File: src/rtl/sr_latch_driver.sv
// Sequencer driving the active-low S/R inputs of an asynchronous SR latch from a valid/ready request.
// Optional feature macro: SR_DRV_CHECK_EN adds Q/Qn readback (CHECK state, synchronizer, err timeout).
module sr_latch_driver #(
    parameter int PULSE_W = 4,
    parameter int GAP_W   = 2,
    parameter int TIMEOUT = 16
) (
    input  logic clk,
    input  logic rst_n,
    input  logic req_valid,
    output logic req_ready,
    input  logic req_op,
    output logic S,
    output logic R,
    input  logic Q,
    input  logic Qn,
    output logic busy,
    output logic done,
    output logic err
);

    localparam int CNT_MAX_PG = (PULSE_W > GAP_W) ? PULSE_W : GAP_W;
    localparam int CNT_MAX    = (CNT_MAX_PG > TIMEOUT) ? CNT_MAX_PG : TIMEOUT;
    localparam int CNT_W      = $clog2(CNT_MAX + 1);

    localparam logic [CNT_W-1:0] CNT_ZERO   = {CNT_W{1'b0}};
    localparam logic [CNT_W-1:0] CNT_ONE    = {{(CNT_W-1){1'b0}}, 1'b1};
    localparam logic [CNT_W-1:0] PULSE_LAST = CNT_W'(PULSE_W - 1);
    localparam logic [CNT_W-1:0] GAP_LAST   = CNT_W'(GAP_W - 1);

    typedef enum logic [1:0] {
        ST_IDLE  = 2'd0,
        ST_PULSE = 2'd1,
        ST_CHECK = 2'd2,
        ST_GAP   = 2'd3
    } state_t;

    state_t           state_r;
    logic             op_r;
    logic [CNT_W-1:0] cnt_r;
    logic             s_r;
    logic             r_r;
    logic             busy_r;
    logic             done_r;
    logic             err_r;
    logic             ready_r;

`ifdef SR_DRV_CHECK_EN
    localparam logic [CNT_W-1:0] TO_LAST = CNT_W'(TIMEOUT - 1);

    logic [1:0] sync1_r;
    logic [1:0] sync2_r;
    logic [1:0] expect_s;
    logic       match_s;

    assign expect_s = op_r ? 2'b10 : 2'b01;
    // The first CHECK cycle still holds a sample taken before the pulse ended, so it is skipped.
    assign match_s  = (cnt_r != CNT_ZERO) && (sync2_r == expect_s);

    // Two-flop synchronizer for the asynchronous latch feedback
    always_ff @(posedge clk or negedge rst_n) begin
        if (!rst_n) begin
            sync1_r <= 2'b00;
            sync2_r <= 2'b00;
        end else begin
            sync1_r <= {Q, Qn};
            sync2_r <= sync1_r;
        end
    end
`else
    logic unused_fb_s;
    assign unused_fb_s = Q ^ Qn;
`endif

    // Sequencer FSM; every output is a flop so S/R never glitch and never go low together
    always_ff @(posedge clk or negedge rst_n) begin
        if (!rst_n) begin
            state_r <= ST_IDLE;
            op_r    <= 1'b0;
            cnt_r   <= CNT_ZERO;
            s_r     <= 1'b1;
            r_r     <= 1'b1;
            busy_r  <= 1'b0;
            done_r  <= 1'b0;
            err_r   <= 1'b0;
            ready_r <= 1'b1;
        end else begin
            done_r <= 1'b0;
            err_r  <= 1'b0;
            case (state_r)
                ST_IDLE: begin
                    if (req_valid && ready_r) begin
                        op_r    <= req_op;
                        state_r <= ST_PULSE;
                        cnt_r   <= CNT_ZERO;
                        s_r     <= ~req_op;
                        r_r     <= req_op;
                        busy_r  <= 1'b1;
                        ready_r <= 1'b0;
                    end else begin
                        s_r <= 1'b1;
                        r_r <= 1'b1;
                    end
                end
                ST_PULSE: begin
                    if (cnt_r == PULSE_LAST) begin
                        s_r   <= 1'b1;
                        r_r   <= 1'b1;
                        cnt_r <= CNT_ZERO;
`ifdef SR_DRV_CHECK_EN
                        state_r <= ST_CHECK;
`else
                        state_r <= ST_GAP;
                        done_r  <= 1'b1;
`endif
                    end else begin
                        cnt_r <= cnt_r + CNT_ONE;
                    end
                end
`ifdef SR_DRV_CHECK_EN
                ST_CHECK: begin
                    if (match_s) begin
                        done_r  <= 1'b1;
                        state_r <= ST_GAP;
                        cnt_r   <= CNT_ZERO;
                    end else if (cnt_r == TO_LAST) begin
                        err_r   <= 1'b1;
                        state_r <= ST_GAP;
                        cnt_r   <= CNT_ZERO;
                    end else begin
                        cnt_r <= cnt_r + CNT_ONE;
                    end
                end
`endif
                ST_GAP: begin
                    if (cnt_r == GAP_LAST) begin
                        state_r <= ST_IDLE;
                        cnt_r   <= CNT_ZERO;
                        busy_r  <= 1'b0;
                        ready_r <= 1'b1;
                    end else begin
                        cnt_r <= cnt_r + CNT_ONE;
                    end
                end
                default: begin
                    state_r <= ST_IDLE;
                    cnt_r   <= CNT_ZERO;
                    s_r     <= 1'b1;
                    r_r     <= 1'b1;
                    busy_r  <= 1'b0;
                    ready_r <= 1'b1;
                end
            endcase
        end
    end

    assign req_ready = ready_r;
    assign S         = s_r;
    assign R         = r_r;
    assign busy      = busy_r;
    assign done      = done_r;
    assign err       = err_r;

endmodule

File: config.mk
export PLATFORM = sky130hd
export DESIGN_NAME = sr_latch_driver
export DESIGN_NICKNAME = d
export VERILOG_FILES = /design/src/rtl/sr_latch_driver.sv
export SDC_FILE = /design/constraint.sdc
export NUM_CORES = 1
export LEC_CHECK = 0
export CORE_AREA = 3 3 40 42
export CTS_CLUSTER_DIAMETER = 120
export DETAILED_ROUTE_END_ITERATION = 8
export DIE_AREA = 0 0 43 45
export PLACE_DENSITY = 0.76
export REMOVE_ABC_BUFFERS = 1
export SLEW_MARGIN = 20
export SYNTH_ARGS = -nofsm -noshare
export SYNTH_HDL_FRONTEND = slang
export SYNTH_SLANG_ARGS = --single-unit
export TNS_END_PERCENT = 20
File: constraint.sdc
create_clock -name clk -period 1.6 [get_ports clk]
set_input_delay 0.24 -clock clk [delete_from_list [all_inputs] [get_ports clk]]
set_output_delay 0.24 -clock clk [all_outputs]
set_load 0.01 [all_outputs]
=== After elaboration in Yosys (flattened, before gate mapping) ===
Cells that the tools add are included.

* $add $sub $neg: 1
* Multipliers: 0
* Div/mod/pow operators: 0
* Magnitude comparators: 0
* Eq/ne operators: 7
* Shift operators: 0
* Muxes and demuxes: 21
* Bitwise operators: 3
* Reduce and logical (&&, ||, !) cells: 5

{| class="wikitable"
|+ Operators with widths
! cell !! number
|-
| 5-bit two-way mux || 3
|-
| 5-bit one-hot mux with 3 select lines || 1
|-
| 1-bit one-hot mux with 3 select lines || 4
|-
| 1-bit two-way mux || 9
|-
| 2-bit two-way mux || 3
|-
| 2-bit != test, second input constant || 3
|-
| 2-bit one-hot mux with 3 select lines || 1
|-
| 3-bit AND reduction || 2
|-
| 5-bit by 1-bit adder with 5-bit output, second input constant || 1
|-
| 5-bit by 1-bit == test with 1-bit output, second input constant || 1
|-
| 5-bit by 2-bit == test with 1-bit output, second input constant || 1
|-
| 1-bit inverter || 3
|-
| 2-bit by 1-bit == test with 1-bit output, second input constant || 1
|-
| 2-bit == test, second input constant || 1
|-
| 2-bit logical NOT || 1
|-
| 2-bit AND reduction || 1
|-
| 1-bit logical AND || 1
|}

* Bits in registers: 12
* Bits in latches: 0
* Memory bits (writable): 0
* ROM bits: 0
* Word-level logic and storage cells: 44
* Memories: 0

=== Logic depth before layout (Yosys ltp) ===
* Depth after elaboration: 3
* Mapped depth: 5

=== Worst setup path after synthesis ===
Ideal clock, no wire load.

* Path type: reg-to-reg
* From: register cnt_r[1]
* To: register state_r[1]
* Setup time: 0.120 ns
* Arrival: 1.296 ns
* Required time: 1.480 ns
* Setup slack: 0.184 ns
* Stages on the path, launching flop included: 5
* Path buffers: 0
* Clock period less this slack: 1.416 ns
* Cells stage by stage: dfrtp_1 -> inv_1 -> ha_1 -> or4b_4 -> a31o_1

* Cells in the longest elaborated chain, start to end: 3
* Elaborated cells on any way between the ends: 5
* Classes of those cells: eq/ne (4); reduce/logical (1)

{| class="wikitable"
|+ Ends and longest elaborated chain
! item !! RTL line !! RTL
|-
| start: declaration || 40 || <nowiki>logic [CNT_W-1:0] cnt_r;</nowiki>
|-
| start signal: assignment || 117 || <nowiki>cnt_r <= cnt_r + CNT_ONE;</nowiki>
|-
| start signal: assignment || 142 || <nowiki>cnt_r <= cnt_r + CNT_ONE;</nowiki>
|-
| 5-bit by 1-bit == test with 1-bit output or 5-bit by 2-bit == test with 1-bit output (tied branches) || 136, 106 ||
|-
| 2-bit != test (no source line) || n/a ||
|-
| 3-bit AND reduction (no source line) (*) || n/a ||
|-
| end signal: assignment || 113 || <nowiki>state_r <= ST_GAP;</nowiki>
|-
| end signal: assignment || 137 || <nowiki>state_r <= ST_IDLE;</nowiki>
|-
| end signal: assignment || 146 || <nowiki>state_r <= ST_IDLE;</nowiki>
|-
| end: declaration || 38 || <nowiki>state_t state_r;</nowiki>
|}

Every way passes the cells marked *; elsewhere a longest branch is shown, timed or not.
A chain may end at the register's enable or synchronous reset.

=== Worst setup path in the final report ===
* From: register cnt_r[1]
* To: register busy_r, in the netlist busy

* Cells in the longest elaborated chain, start to end: 3

{| class="wikitable"
|+ Ends and longest elaborated chain
! item !! RTL line !! RTL
|-
| 5-bit by 1-bit == test with 1-bit output || 136 || <nowiki>if (cnt_r == GAP_LAST) begin</nowiki>
|-
| 2-bit != test (no source line) || n/a ||
|-
| 3-bit AND reduction (no source line) || n/a ||
|-
| end signal: assignment || 98 || <nowiki>busy_r <= 1'b1;</nowiki>
|-
| end signal: assignment || 139 || <nowiki>busy_r <= 1'b0;</nowiki>
|-
| end signal: assignment || 150 || <nowiki>busy_r <= 1'b0;</nowiki>
|-
| end: declaration || 43 || <nowiki>logic busy_r;</nowiki>
|}

No other way between the ends.

==> summary.md <==
After synthesis, the netlist uses 29 different library cells. The setup skew after layout was 0.01292 ns; the clock-pin slew of the registers on the worst-case setup and hold paths was 0.08 ns. The routed layout has 484 vias. The time the worst path needs with I/O delays and setup came out at 1.485 ns.

TritonCTS built the clock tree. The core region is 1285 um2. The die outline area was 1935 um2. The async set or reset register ratio after synthesis came out at 1.000. For the pin with the worst max-slew slack, the measured transition is 0.5414 ns.

The die boundary height works out to 45 um. The required time reported for the critical path endpoint is 1.75 ns, and the proportion of total power due to net switching is 0.3759. The critical path in this run is classified as reg2reg. STA classifies the critical path endpoint as a flop.

The run gives 0 as the count of maximum capacitance violations. The pin count of the biggest net entering global routing is 15, and the final number of setup-violating endpoints is 0. During placement, the flow inserted port buffers numbering 8. In the final timing run, aggregate negative setup slack is 0 ns.

For this design the top-level I/O count stands at 12. The analysis attributes to cell leakage a power of 0.0003258 uW. The run gives 0 as the final hold violation count. The largest total area in the synthesized netlist belongs to dfrtp_1. The tools report the count of pins over their slew limit as 0. The run finished with clean final reports. The detailed router finished its first iteration with 8 violations.

The run gives 455.8 uW as the net switching power of the design. Setup repair after global routing left no endpoint under its margin. The tools report the proportion of power drawn by flip-flops and latches as 0.449. The most used flip-flop cell after synthesis is dfrtp_1. The number of clock buffers inserted by TritonCTS was 3; the power per cell area was 1651 nW/um2.

The average routed wire per standard cell was 14.17 um. The run gives 12 as the number of sinks handled by clock tree synthesis. For this run, design rule violations remaining after detail routing come to 0. No sink is reached through more buffers than the 2 on the longest clock path. The number of hold buffers added after cts is 0, and the maximum resistive drop on vdd is 706.2 uV.

Internal power summed over all cells: 756.8 uW. The average instance in the mapped netlist occupies 10.11 um2. At the end of the flow, the number of nets in the layout was 80. STA classifies the critical path startpoint as a flop.

For the highest attainable clock frequency, the log shows 673.5 MHz. Counting flops with a built-in enable in the synthesized netlist gives 0. The tools report the clock power share as 0.163.

The share of synthesized area occupied by flip-flops and latches is 0.5010, and the count of antenna diodes in the layout is 0. The number of antenna violations at the first check in global routing was 0; the worst slew margin relative to its limit was 0.6379. The total wire length came out at 1.219 mm. The classification of the worst-slack hold path is in2async.

The run gives 0.5716 as the post-layout utilization of the core. In the final layout, flip-flops and latches occupy 304.0 um2. The cell area that synthesis handed to floorplanning was 606.8 um2. The tools report the area of the multi-input gates as 267.8 um2. Summing all placed instances gives a cell area of 696.9 um2.

Synthesis inferred 12 register bits. The first global-routing pass estimated 2.090 mm of wire. The layout filler cell count is 115, and the clock insertion delay at the later pin of the skew report is 0.28 ns. The first-pass iteration count of the detailed router was 4. The cell count after synthesis was 60; the Yosys warning count was 0. After global routing the overflow that remains totals 0. The top cell type's share of synthesized area was 0.3711. For the via count of the first global-routing pass, the log shows 457. In this run the clock root is driven by a clkbuf_4. The final period utilization works out to 0.9279. The library cell used most frequently in the layout, excluding fill and tap cells, is dfrtp_1. The detail route stage leaves a number of antenna-violating nets equal to 0.

After detailed routing, the number of vias per cell comes to 5.628. The routability congestion estimate came out at 0.7933. The die is 43 um wide. The floorplan has 13 rows. The run gives 0.1550 as the global-route total usage across every layer. By area the synthesized netlist is led by dfrtp_1 37%, dfstp_2 13%, nand2_1 4.3%, o22a_1 4.3%, ha_1 4.1%.

The run gives 734.5 um2 as the final instance area. The tools report the share of total power in combinational logic as 0.387. The initial core utilization was 0.4722; the post-route total power was 1213 uW.

The top cell types in the final layout, fill and taps aside, are 9 x dfrtp_1, 7 x nand2_1, 5 x inv_1, 5 x o21ai_0, 5 x clkdlybuf4s50_1. The number of levels the H-tree was split into was 1; the final HPWL from detailed placement was 839.2 um. Relative to the synthesized area, the layout overhead comes to 21.03%.

Ratio of cells with drive above 1 in the final layout: 0.1549. Along the worst path, the maximum fanout reaches 3. The critical path arrival was 1.63 ns.
path summary, 6_finish.rpt:
check	slack, ns	startpoint	endpoint	cells after the start
max	0.12	cnt_r[1]	busy	5
max reg2reg	0.12	cnt_r[1]	busy	5
max in group asynchronous	0.91	rst_n	req_ready	1
min in group clk	0.52	R	R	1
min	0.30	rst_n	cnt_r[2]	1
min reg2reg	0.52	R	R	1
cell type report:
type / count / share of cell area
inverter: 5 / 0.02555
multi-input combinational: 40 / 0.3646
tap: 15 / 0.02555
clock buffer: 4 / 0.03578
timing repair buffer: 10 / 0.1346
sequential: 12 / 0.4140
worst max-delay path, stage by stage (launching register included):
cell and delay [ns]:
dfrtp_1 0.38, inv_1 0.08, ha_1 0.18, or4b_4 0.48, a21boi_1 0.15, o21ai_0 0.08
what timing repair did:
item / CTS / global route
setup buffers: 0 / 1
gates resized for setup: 1 / 2
setup endpoints to repair: 1 / 3
power groups by stage:
stage,registers [uW],logic (uW),clock network (uW)
final,545,470,198
after global routing,562,530,212
after CTS,548,448,204
after detailed placement,554,447,0
after global placement,543,423,0
after floorplan,544,291,0
cells in the mapped netlist, types with 2 or more instances:
| cell | number |
|---|---|
| ha_1 | 2 |
| o21ai_0 | 5 |
| nand2_1 | 7 |
| nand3_1 | 3 |
| dfrtp_1 | 9 |
| o22a_1 | 3 |
| dfstp_2 | 3 |
| inv_1 | 5 |
| a31oi_1 | 2 |
| a41oi_1 | 2 |
registers in the layout, indices dropped and copies added, names as in the netlist:
name       cells
req_ready      1
cnt_r          5
state_r        2
S              1
busy           1
R              1
done           1
metrics by stage:
step	hold WS [ns]	setup WS [ns]	instances
2_1_floorplan	-0.05559	0.1844	57
5_1_grt	0.3402	0.007700	86
6_report	0.3037	0.1153	86
4_1_cts	0.3166	0.004266	85
3_3_place_gp	0.5049	0.1290	81
3_5_place_dp	0.5174	0.09050	81
layer usage:
| layer | vias to the layer above | GRT usage | wire, um |
|---|---|---|---|
| met4 | 0 | 0.1265 | 39 |
| met1 | 230 | 0.1899 | 571 |
| met3 | 5 | 0.03586 | 39 |
| met2 | 10 | 0.2335 | 568 |
| met5 | - | 0 | 0 |
| li1 | 239 | - | - |
logic make-up after synthesis:
logic type      count (synthesis)  share of synthesized area
flops                          12                     0.5010
mux                             1                    0.01650
fa+ha+maj                       2                    0.04123
compound gates                 20                     0.2248
other cells                     1                   0.006180
buf+inv                         8                    0.05773
simple gates                   16                     0.1526
Note: power is estimated with default switching activity, not from simulation.
